[src/rtl/regfile_pkg.sv]
// Shared widths, constants and types for the register-file writeback arbiter.
package regfile_pkg;

    localparam int unsigned DATA_W = 32;
    localparam int unsigned ADDR_W = 5;

    // Writes to this index are architecturally discarded.
    localparam logic [4:0] REG_ZERO = 5'd0;

    // Round-robin pointer: which source received the most recent grant.
    typedef enum logic {
        LAST_A,
        LAST_B
    } rr_e;

endpackage

[src/rtl/wb_slot.sv]
// One-entry writeback holding slot. Load wins over clear, so a slot can be
// drained and refilled at the same edge.
module wb_slot #(
    parameter int unsigned DATA_W = 32,
    parameter int unsigned ADDR_W = 5
) (
    input  logic              i_clock,
    input  logic              i_reset_n,
    input  logic              i_load,
    input  logic              i_clear,
    input  logic [ADDR_W-1:0] i_reg,
    input  logic [DATA_W-1:0] i_data,
    output logic              o_full,
    output logic [ADDR_W-1:0] o_reg,
    output logic [DATA_W-1:0] o_data
);

    logic              r_full;
    logic [ADDR_W-1:0] r_reg;
    logic [DATA_W-1:0] r_data;

    // Slot contents: capture on load, drop the full flag on clear.
    always_ff @(posedge i_clock or negedge i_reset_n) begin
        if (!i_reset_n) begin
            r_full <= 1'b0;
            r_reg  <= '0;
            r_data <= '0;
        end else if (i_load) begin
            r_full <= 1'b1;
            r_reg  <= i_reg;
            r_data <= i_data;
        end else if (i_clear) begin
            r_full <= 1'b0;
        end
    end

    assign o_full = r_full;
    assign o_reg  = r_reg;
    assign o_data = r_data;

endmodule

[src/rtl/regfile_wb_arbiter.sv]
// Shares the single register-file write port between an ALU source (A) and a
// load source (B). Each source has a one-entry slot; a round-robin arbiter,
// overridden by slot age when both slots target the same register, drains
// the slots. Pending slot data is forwarded to the two read ports.
module regfile_wb_arbiter
    import regfile_pkg::*;
#(
    parameter int unsigned DATA_W = 32,
    parameter int unsigned ADDR_W = 5
) (
    input  logic              clock,
    input  logic              reset_n,
    input  logic              a_valid,
    output logic              a_ready,
    input  logic [ADDR_W-1:0] a_reg,
    input  logic [DATA_W-1:0] a_data,
    input  logic              b_valid,
    output logic              b_ready,
    input  logic [ADDR_W-1:0] b_reg,
    input  logic [DATA_W-1:0] b_data,
    output logic              RegWrite,
    output logic [ADDR_W-1:0] WriteReg,
    output logic [DATA_W-1:0] WriteData,
    input  logic [ADDR_W-1:0] Read1,
    input  logic [ADDR_W-1:0] Read2,
    output logic              Fwd1Valid,
    output logic [DATA_W-1:0] Fwd1Data,
    output logic              Fwd2Valid,
    output logic [DATA_W-1:0] Fwd2Data
);

    localparam logic [ADDR_W-1:0] ZeroIdx = ADDR_W'(REG_ZERO);

    logic              w_a_full, w_b_full;
    logic [ADDR_W-1:0] w_a_reg, w_b_reg;
    logic [DATA_W-1:0] w_a_data, w_b_data;
    logic              w_grant_a, w_grant_b;
    logic              w_load_a, w_load_b;
    logic              w_a_keep, w_b_keep;
    logic              w_age_d;
    rr_e               w_rr_d;
    logic              w_m1a, w_m1b, w_m2a, w_m2b;

    // r_age = 1 means slot A holds the older entry.
    logic r_age;
    rr_e  r_rr;

    wb_slot #(.DATA_W(DATA_W), .ADDR_W(ADDR_W)) u_slot_a (
        .i_clock   (clock),
        .i_reset_n (reset_n),
        .i_load    (w_load_a),
        .i_clear   (w_grant_a),
        .i_reg     (a_reg),
        .i_data    (a_data),
        .o_full    (w_a_full),
        .o_reg     (w_a_reg),
        .o_data    (w_a_data)
    );

    wb_slot #(.DATA_W(DATA_W), .ADDR_W(ADDR_W)) u_slot_b (
        .i_clock   (clock),
        .i_reset_n (reset_n),
        .i_load    (w_load_b),
        .i_clear   (w_grant_b),
        .i_reg     (b_reg),
        .i_data    (b_data),
        .o_full    (w_b_full),
        .o_reg     (w_b_reg),
        .o_data    (w_b_data)
    );

    // Grant: same destination keeps program order via age, otherwise round-robin.
    always_comb begin
        w_grant_a = 1'b0;
        w_grant_b = 1'b0;
        if (w_a_full && w_b_full) begin
            if (w_a_reg == w_b_reg) begin
                w_grant_a = r_age;
                w_grant_b = !r_age;
            end else if (r_rr == LAST_A) begin
                w_grant_b = 1'b1;
            end else begin
                w_grant_a = 1'b1;
            end
        end else begin
            w_grant_a = w_a_full;
            w_grant_b = w_b_full;
        end
    end

    // Ready depends only on slot state and grant, never on the valids.
    assign a_ready  = reset_n & (!w_a_full | w_grant_a);
    assign b_ready  = reset_n & (!w_b_full | w_grant_b);
    // Register-0 writes complete the handshake but never occupy a slot.
    assign w_load_a = a_valid & a_ready & (a_reg != ZeroIdx);
    assign w_load_b = b_valid & b_ready & (b_reg != ZeroIdx);
    assign w_a_keep = w_a_full & !w_grant_a;
    assign w_b_keep = w_b_full & !w_grant_b;

    // Age and round-robin next state: a fresh load is younger than a surviving peer.
    always_comb begin
        w_age_d = r_age;
        if (w_load_a && w_load_b) begin
            w_age_d = 1'b1;
        end else if (w_load_a) begin
            w_age_d = !w_b_keep;
        end else if (w_load_b) begin
            w_age_d = w_a_keep;
        end
        w_rr_d = r_rr;
        if (w_grant_a) begin
            w_rr_d = LAST_A;
        end else if (w_grant_b) begin
            w_rr_d = LAST_B;
        end
    end

    // Arbiter state; reset leaves B as last grant so A wins first.
    always_ff @(posedge clock or negedge reset_n) begin
        if (!reset_n) begin
            r_age <= 1'b1;
            r_rr  <= LAST_B;
        end else begin
            r_age <= w_age_d;
            r_rr  <= w_rr_d;
        end
    end

    // Write port driven from the granted slot, zero when idle.
    always_comb begin
        RegWrite  = w_grant_a | w_grant_b;
        WriteReg  = '0;
        WriteData = '0;
        if (w_grant_a) begin
            WriteReg  = w_a_reg;
            WriteData = w_a_data;
        end else if (w_grant_b) begin
            WriteReg  = w_b_reg;
            WriteData = w_b_data;
        end
    end

    // Forwarding of pending data; on a double match the younger slot is newest.
    always_comb begin
        w_m1a     = w_a_full && (Read1 == w_a_reg) && (Read1 != ZeroIdx);
        w_m1b     = w_b_full && (Read1 == w_b_reg) && (Read1 != ZeroIdx);
        w_m2a     = w_a_full && (Read2 == w_a_reg) && (Read2 != ZeroIdx);
        w_m2b     = w_b_full && (Read2 == w_b_reg) && (Read2 != ZeroIdx);
        Fwd1Valid = w_m1a | w_m1b;
        Fwd2Valid = w_m2a | w_m2b;
        Fwd1Data  = '0;
        Fwd2Data  = '0;
        if (w_m1a && w_m1b) begin
            Fwd1Data = r_age ? w_b_data : w_a_data;
        end else if (w_m1a) begin
            Fwd1Data = w_a_data;
        end else if (w_m1b) begin
            Fwd1Data = w_b_data;
        end
        if (w_m2a && w_m2b) begin
            Fwd2Data = r_age ? w_b_data : w_a_data;
        end else if (w_m2a) begin
            Fwd2Data = w_a_data;
        end else if (w_m2b) begin
            Fwd2Data = w_b_data;
        end
    end

endmodule

[config.mk]
export PLATFORM = sky130hd
export DESIGN_NAME = regfile_wb_arbiter
export DESIGN_NICKNAME = d
export VERILOG_FILES = /design/src/rtl/regfile_pkg.sv /design/src/rtl/wb_slot.sv /design/src/rtl/regfile_wb_arbiter.sv
export SDC_FILE = /design/constraint.sdc
export NUM_CORES = 1
export LEC_CHECK = 0
export CAP_MARGIN = 30
export CORE_MARGIN = 5
export CORE_UTILIZATION = 31
export DETAILED_ROUTE_END_ITERATION = 8
export SLEW_MARGIN = 20
export SYNTH_ARGS = -nofsm -noshare
export SYNTH_HDL_FRONTEND = slang
export SYNTH_SLANG_ARGS = --single-unit
[constraint.sdc]
create_clock -name clock -period 2.35 [get_ports clock]
set_input_delay 0.3525 -clock clock [delete_from_list [all_inputs] [get_ports clock]]
set_output_delay 0.3525 -clock clock [all_outputs]
set_load 0.03 [all_outputs]
==> run summary <==
The flow ran to the end, but the final reports show violations. The final reports fail on negative setup slack. The arrival time reported for the critical path endpoint came out at 2520 ps. The repair_antennas step left the layout with diodes totalling 0. In this run the core area contains 44 standard-cell rows. In the routed design, unresolved DRC markers number 0. Walking the worst path, the cells encountered are xnor2_2, nand4_1, or4_4, buf_6, a21oi_4, buf_12, buf_12, a22o_1, buf_6.

Type of the tightest min-delay check: input port to async pin. Worst-case setup margin in the final layout: -519 ps. The number of hold-slack violations in the final timing report is 0, and the power density over cell area is 661 nW/um^2. The run gives 0 as the number of antenna violations at the first check in global routing. In the synthesized netlist the dominant register cell turns out to be sky130_fd_sc_hd__dfrtp_1. Of the available clock period, the critical path in the final layout requires 122%.

Each instance of the synthesized netlist takes up on average 12.1 sq um. The finished layout cell area is 8870 sq um. In this design, the stage delay of the slowest critical-path cell is 500 ps. Summing the sequential cell areas from Yosys gives 42.9% of the chip area. Setup violations remaining at the end of the flow were counted as 178.

The final RePlAce weighted congestion was 0.834. The clock passes through at most 2 buffers. In this run, the clock network consumes 25.6% of the power. The number of synthesized flops with an enable pin was 0; the x dimension of the die was 131 um. IR analysis of the VDD net gives a maximum drop of 0.000409 V.

CTS saw 78 sinks. The highest clock frequency the design can meet is 349 MHz, and the logic depth of the worst register-to-register path is 13. Leaving out fill and tap cells, the most frequent cell in the layout is sky130_fd_sc_hd__buf_6. Before antenna repair, the detailed router went through 4 iterations. The final route contains 4630 vias. The family of cells with the greatest summed delay on the critical path is simple AND/OR/NAND/NOR gates. Across every metal layer, demand over resource in global routing totals 20.2%. In the routed layout, each cell is associated on average with a via count of 5.53. Count of buffers from port buffering: 193. The post-detailed-route wirelength per cell works out to 24.1 um. The tools report the beginning of the worst register-to-register path as u_slot_a.o_reg[4]$_DFFE_PN0P_. The number of standard cells after synthesis came out at 376.

Tightest hold margin: 552 ps. In this run the critical register-to-register path is captured at u_slot_b.o_data[6]$_DFFE_PN0P_. For the first-pass GRT wire length, the log shows 27800 um. The synthesized area is 4560 sq um. The clock tree skew after final layout is 4.45 ps, and the clock edge transition at the registers on the reported setup and hold paths is 60 ps. In this run the static leakage power is 3.95 nW.

In this run, the combinational gates consume 41.5% of the power. In this run, the number of DRC markers left after iteration 0 of detailed routing was 307. The peak fanout along the critical path works out to 14. Internal power comes to 3.90 mW. For this design, the slowest cell found on the critical path is sky130_fd_sc_hd__dfrtp_2.

Shortest clock period the worst path allows after layout: 2870 ps. The net count of the mapped netlist was 464. For the pin with the worst max-slew slack, the measured transition is 382 ps. TritonCTS built the clock tree.

The critical path is of the register to primary output type. Portion of total power attributed to sequential cells: 32.9%. The total half-perimeter wirelength after legalization and detailed placement was 11600 um; the clock latency on the worst-skew pair was 340 ps. In the final timing run, aggregate negative setup slack is -61420 ps. In the layout the commonest cells are sky130_fd_sc_hd__buf_6, sky130_fd_sc_hd__a22o_1, sky130_fd_sc_hd__clkdlybuf4s50_1, sky130_fd_sc_hd__dfrtp_1, sky130_fd_sc_hd__mux2_4.

The via count of the first global-routing pass came out at 4784. After synthesis the netlist holds a flip-flop and latch count of 78. The critical path required time was 2000 ps; the share of flip-flops with an asynchronous set or reset after synthesis was 100%. The post-synthesis to final-layout area growth came out at 94.8%. Measured along the y axis, the die boundary spans 131 um. The final layout contains routed wiring with a total length of 20200 um. Once detail routing completed, the nets flagged for antenna violations numbered 0. The worst setup path is launched from a register. The Yosys step of the flow raised 0 warnings. The total power is 5.87 mW, and the number of distinct standard cells referenced by the synthesized netlist is 35. For the deepest level of the CTS H-tree, the log shows 3. The total overflow left after global routing is 0. The worst setup path is captured at a primary output.

For this design the total switching power over the nets is 1.97 mW. The combined buffer and inverter count along the critical path was 4; the core footprint was 14500 sq um. TritonCTS created 9 clock buffers.

The total count of max-transition violations in the final report was 0. Remaining max-slew budget at the tightest pin: 74.4%. Setup repair after global routing could not meet its margin everywhere. In this run switching power makes up 33.6% of total power. The minimum setup slack among reg-to-reg paths is -250 ps. The max-cap violation count is 0. The maximum number of pins on one net before global-route repair is 72, and the area of the die is 17200 sq um.

The tools report the net total in the final layout as 737. The initial utilization of the core area, before any placement, comes to 31.5%. The fraction of final layout cells with drive strength greater than 1 was 52.6%.

The tree is rooted in a sky130_fd_sc_hd__clkbuf_16. The tools report the total I/O pin count as 194. The placed standard-cell area came out at 6840 sq um.
## layout make-up
| cell class | count | area [sq um] |
|---|---|---|
| Clock buffer | 9 | 225 |
| Clock inverter | 7 | 88.8 |
| Fill cell | 1107 | 5600 |
| Inverter | 8 | 30.0 |
| Multi-Input combinational cell | 257 | 2840 |
| Sequential cell | 78 | 1960 |
| Tap cell | 184 | 230 |
| Timing Repair Buffer | 295 | 3500 |
## metrics by stage
stage                     worst slack [ps]  cells  utilization [%]
after global routing                  -589    838             61.3
after detailed placement              -678    764             47.2
after floorplan                       49.7    376                -
after CTS                             -511    813             55.3
after global placement                -680    764             47.2
final                                 -519    838             61.3
## per-layer routing
layer | routed length, um | track usage, % | vias to the layer above
li1 | - | - | 2002
met1 | 8230 | 25.7 | 2373
met2 | 10000 | 32.9 | 218
met3 | 1520 | 6.54 | 37
met4 | 425 | 5.60 | 0
met5 | 0 | 0 | -
## cell usage after synthesis (all sizes together) (3+ instances only)
library cell / count / area, sq um
nor3: 4 / 47.5
dfrtp: 76 / 1900
xnor2: 21 / 184
nand2: 9 / 33.8
and2: 3 / 21.3
nand3: 6 / 30.0
xor2: 4 / 35.0
a22o: 101 / 885
clkbuf: 12 / 52.6
inv: 8 / 30.0
mux2: 72 / 886
nor2: 6 / 22.5
nand4: 4 / 25.0
a21oi: 4 / 20.0
and3: 3 / 28.8
buf: 21 / 140
or4: 6 / 45.0
## cell families after synthesis
group	synth area share, %
AO/OA/AOI/OAI	22.1
flip-flops	42.9
multiplexers	19.4
AND/OR/NAND/NOR	5.85
buffers and inverters	4.89
XOR/XNOR	4.81
## worst max-delay path by stage
stage | from | to | slack (ps) | cells past startpoint
2_1_floorplan | u_slot_a.o_reg[2]$_DFFE_PN0P_ | Fwd2Data[10] | 50 | 7
3_3_place_gp | Read1[4] | Fwd1Data[28] | -680 | 8
3_5_place_dp | Read1[4] | Fwd1Data[28] | -680 | 8
4_1_cts | u_slot_a.o_reg[2]$_DFFE_PN0P_ | Fwd1Data[29] | -510 | 10
5_1_grt | u_slot_a.o_reg[2]$_DFFE_PN0P_ | WriteData[27] | -590 | 9
6_report | u_slot_a.o_reg[2]$_DFFE_PN0P_ | Fwd2Data[10] | -520 | 9
## worst register-to-register path: cells and delay by family (launching register included)
family,cells,cell delay [ps]
buffers and inverters,8,1000
DFF,1,480
and+or+nand+nor,2,480
muxes,1,330
xor gates and xnor gates,1,140
AOI/OAI and AO/OA,1,60
## power groups by stage
stage | sequential [mW] | combinational, mW | clock, mW
after CTS | 1.90 | 1.92 | 1.53
after global placement | 1.90 | 1.65 | 0
after global routing | 1.96 | 2.55 | 1.60
after floorplan | 1.80 | 1.03 | 0
after detailed placement | 1.91 | 1.67 | 0
final | 1.93 | 2.44 | 1.50
## timing repair
| action | CTS | global route |
|---|---|---|
| pin swaps | 45 | 64 |
| cloned | 7 | 12 |
| setup buffers | 25 | 23 |
| hold endpoints to repair | 7 | 0 |
| resized for setup | 119 | 127 |
| setup endpoints to repair | 105 | 177 |
| hold buffers | 1 | 0 |
Note: power is estimated with default switching activity, not from simulation.
==> RTL change 1, RTL diff (same settings) <==
Reset style: synchronous (`i_reset_n` and `reset_n`), changed in 2 clocked blocks.
--- a/src/rtl/wb_slot.sv
+++ b/src/rtl/wb_slot.sv
@@ -20,7 +20,7 @@
     logic [DATA_W-1:0] r_data;
 
     // Slot contents: capture on load, drop the full flag on clear.
-    always_ff @(posedge i_clock or negedge i_reset_n) begin
+    always_ff @(posedge i_clock) begin
         if (!i_reset_n) begin
             r_full <= 1'b0;
             r_reg  <= '0;
--- a/src/rtl/regfile_wb_arbiter.sv
+++ b/src/rtl/regfile_wb_arbiter.sv
@@ -116,7 +116,7 @@
     end
 
     // Arbiter state; reset leaves B as last grant so A wins first.
-    always_ff @(posedge clock or negedge reset_n) begin
+    always_ff @(posedge clock) begin
         if (!reset_n) begin
             r_age <= 1'b1;
             r_rr  <= LAST_B;
Check against the original RTL: differs if reset_n is asserted again (counterexample within 4 cycles, from zero or initial values and one cycle with reset_n low); with reset_n held inactive, the same outputs for 4 cycles.
==> RTL change 1 against the unedited design <==
The flow still finishes with violations (setup timing); synthesized area down 2.3%; wire length decreased by 14%; worst setup slack better by 87 ps; cell area shrank 10%; sequential cell count unchanged; critical endpoint is now WriteData[28]; critical path type unchanged; count of clock-buffer cells in the layout grew 1.
Power is not compared: it rests on default switching activity, and its combinational part moved more than twofold at a synthesized area within 25%.
==> RTL change 1: results (changes against the unedited design) <==
* Post-DP HPWL at 11.5 mm (-0.86%)
* Worst path max stage delay at 330 ps (-170 ps)
* Compound-Gate Fraction of Synth Area at 23.2% (+1.1 points)
* Final setup violation count at 103 (-42%)
* Worst path top cell family by delay: buffers and inverters
* WL met3 at 1.55 mm (+2.0%)
* Routed wire length at 17.4 mm (-14%)
* Mux cell area share after synthesis at 16.9% (-2.5 points)
* Met2 wire length at 8.40 mm (-16%)
* Pre-CTS setup slack at -527 ps (+151 ps)
* Fin worst setup slack at -432 ps (+86.7 ps)
* Syn nets at 577 (+24%)
* Mapped Cells at 489 (+30%)
* Status: finished, violations left
* Top FF cell, synth: dfxtp_1
* GPL Wtd Cong at 0.814 (-2.4%)
* Grt met2 use at 32.0% (-0.93 points)
* Synth area leaders: dfxtp_1 35%, a22o_1 20%, mux2i_1 16%, nor2_1 3.5%, inv_1 3.4%
* Synth top cells by count: 101 x a22o_1, 78 x dfxtp_1, 73 x mux2i_1
* Fin nets at 801 (+8.7%)
* Cells after DPL at 865 (+13%)
* CP max FO at 17 (+3)
* Hold-fix buffers, CTS at 0 (-1)
* M1 WL at 7.13 mm (-13%)
* Non-filler instance count after layout at 898 (+7.2%)
* M1 GR Usage at 23.3% (-2.4 points)
* First-iteration detailed-routing DRC count at 237 (-23%)
* Avg Vias per Cell at 5.21 (-5.7%)
* Violated checks: setup timing
* Worst Path Arrival at 2430 ps (-90 ps)
* Share of layout cells above drive strength 1 at 34.8% (-18 points)
* Largest net degree at the start of global routing at 25 (-65%)
* Met3 GRT Util at 5.61% (-0.93 points)
* Post-CTS Setup Repair Bufs at 7 (-72%)
* Number of global-route vias before repair at 4818 (+0.71%)
RTL change 1: changes by cell type in the layout (fill, tap and decap cells not counted), moves of 32 or more:
cell / change
mux2i_1: +73
dfxtp_1: +72
dfrtp_1: -71
mux2_4: -59
nor2_1: +36
inv_1: +32
nand2_1: +32
RTL change 1: area by class of cell:
type	instances	area, µm²
Fill cell	1228	6030
Timing Repair Buffer	260	2930
Multi-Input combinational cell	324	2800
Sequential cell	78	1570
Clock buffer	10	229
Tap cell	180	225
Inverter	40	150
Clock inverter	6	61.3
RTL change 1: worst paths after layout:
check,from,end,slack [ps],depth (start not counted)
min,reset_n,u_slot_a.o_full$_SDFFE_PN0P_,370,3
max reg2reg,u_slot_a.o_reg[2]$_SDFFE_PN0P_,u_slot_a.o_data[31]$_SDFFE_PN0P_,100,10
max,u_slot_a.o_reg[2]$_SDFFE_PN0P_,WriteData[28],-430,9
min reg2reg,u_slot_a.o_data[29]$_SDFFE_PN0P_,u_slot_a.o_data[29]$_SDFFE_PN0P_,500,2
==> RTL change 2, RTL diff (same flow settings) <==
Made on the original files. The package constant `REG_ZERO` goes from 5'd0 to 5'd1.
--- a/src/rtl/regfile_pkg.sv
+++ b/src/rtl/regfile_pkg.sv
@@ -5,7 +5,7 @@
     localparam int unsigned ADDR_W = 5;
 
     // Writes to this index are architecturally discarded.
-    localparam logic [4:0] REG_ZERO = 5'd0;
+    localparam logic [4:0] REG_ZERO = 5'd1;
 
     // Round-robin pointer: which source received the most recent grant.
     typedef enum logic {
Check against the original RTL: not equivalent (Yosys sat finds a counterexample within 4 cycles, from zero or initial values and one cycle with reset_n low).
==> RTL change 2 against the unedited design <==
The run still ends with setup timing left; critical path depth unchanged; global-route usage down 0.85 points; die area is 2.2% higher; worst setup slack improved by 85 ps; wire length is 8.8% lower; cell area is 7.7% lower; power down 4.2%; combinational power is 16% lower; fmax increased by 3.1%; register-to-register slack improved by 300 ps; final cell count fell by 3.8%; synthesized area grew 2.4%; sequential cell count did not move; critical path type unchanged; critical endpoint is now Fwd2Data[30]; largest power group unchanged.
==> RTL change 2: results (changes against the unedited design) <==
* Status: finished, violations left
* Violated checks: setup timing
* Unique masters post-synth at 46 (+31%)
* Post-DP HPWL at 11.7 mm (+0.63%)
* Worst-margin pin slew at 576 ps (+194 ps)
* Final setup violation count at 103 (-42%)
* Clock skew at 4.40 ps (-0.0475 ps)
* Synth area leaders: dfrtp_1 41%, a22o_1 19%, mux2_4 11%, mux2_2 8.4%, xnor2_1 2.8%
* Synth top cells by count: 100 x a22o_1, 76 x dfrtp_1, 35 x mux2_2, 35 x mux2_4
* Worst Reg-to-Reg Cells at 7 (-6)
* Worst path max stage delay at 450 ps (-50 ps)
* Non-filler instance count after layout at 806 (-3.8%)
* # fillers at 1205 (+8.9%)
* Worst R2R End: u_slot_a.o_data[9]$_DFFE_PN0P_
* CP max FO at 5 (-9)
* Hold Slack at 125 ps (-427 ps)
* Number of global-route vias before repair at 4794 (+0.21%)
* Pre-CTS setup slack at -484 ps (+194 ps)
* Routed wire length at 18.4 mm (-8.8%)
* Worst Path Arrival at 2430 ps (-90 ps)
* Post-Route Setup TNS at -37920 ps (+23500 ps)
* Largest net degree at the start of global routing at 45 (-38%)
* GPL Wtd Cong at 0.850 (+1.8%)
* First-pass GRT wire length at 26.8 mm (-3.4%)
* Fin worst setup slack at -434 ps (+85.4 ps)
* FF-to-FF Start: u_slot_a.o_reg[0]$_DFFE_PN0P_
## RTL change 2: worst max path at each step
| stage | start | to | slack [ps] | cells after the start |
|---|---|---|---|---|
| detailed placement | Read1[3] | Fwd1Data[5] | -480 | 8 |
| finish | u_slot_b.o_reg[0]$_DFFE_PN0P_ | Fwd2Data[30] | -430 | 9 |
| global placement | Read1[2] | Fwd1Data[2] | -450 | 8 |
| global route | u_slot_a.o_reg[0]$_DFFE_PN0P_ | WriteData[5] | -510 | 8 |
| CTS | u_slot_a.o_reg[2]$_DFFE_PN0P_ | Fwd2Data[17] | -370 | 8 |
| floorplan | u_slot_b.o_reg[2]$_DFFE_PN0P_ | WriteData[10] | 20 | 7 |
## RTL change 2: logic make-up after synthesis
logic type      Yosys count  share of synthesized area (%)
flops                    78                           41.9
buf+inv                  37                           5.01
simple gates             42                           5.69
xor+xnor                 25                           4.69
mux                      72                           20.2
compound gates          117                           22.5
## RTL change 2: layout make-up
class	count	area, µm²	area share, %
well taps	184	230	2.81
clock inverters	3	90.1	1.10
flip-flops and latches	78	1960	24.0
repair buffers	266	2970	36.3
inverters	6	22.5	0.275
multi-input cells	256	2650	32.4
clock buffers	13	260	3.18
## RTL change 2: timing repair
action                                  4_1_cts  5_1_grt
setup buffers                                 7        8
pin swaps                                    16       33
endpoints found under the setup margin      104      105
cloned                                        3        8
gates resized for setup                     144       17
## RTL change 2: where the power goes
part,internal [mW],switching (mW),total [mW]
Combinational,1.13,0.929,2.06
Clock,1.10,0.527,1.62
Sequential,1.61,0.337,1.94
## RTL change 2: metal layers
metal  vias to the layer above  routed length [µm]  GRT usage, %
li1                       1931                   -             -
met1                      2154                7400          23.5
met2                       223                8880          31.3
met3                        31                1700          6.72
met4                         0                 438          7.85
met5                         -                   0             0
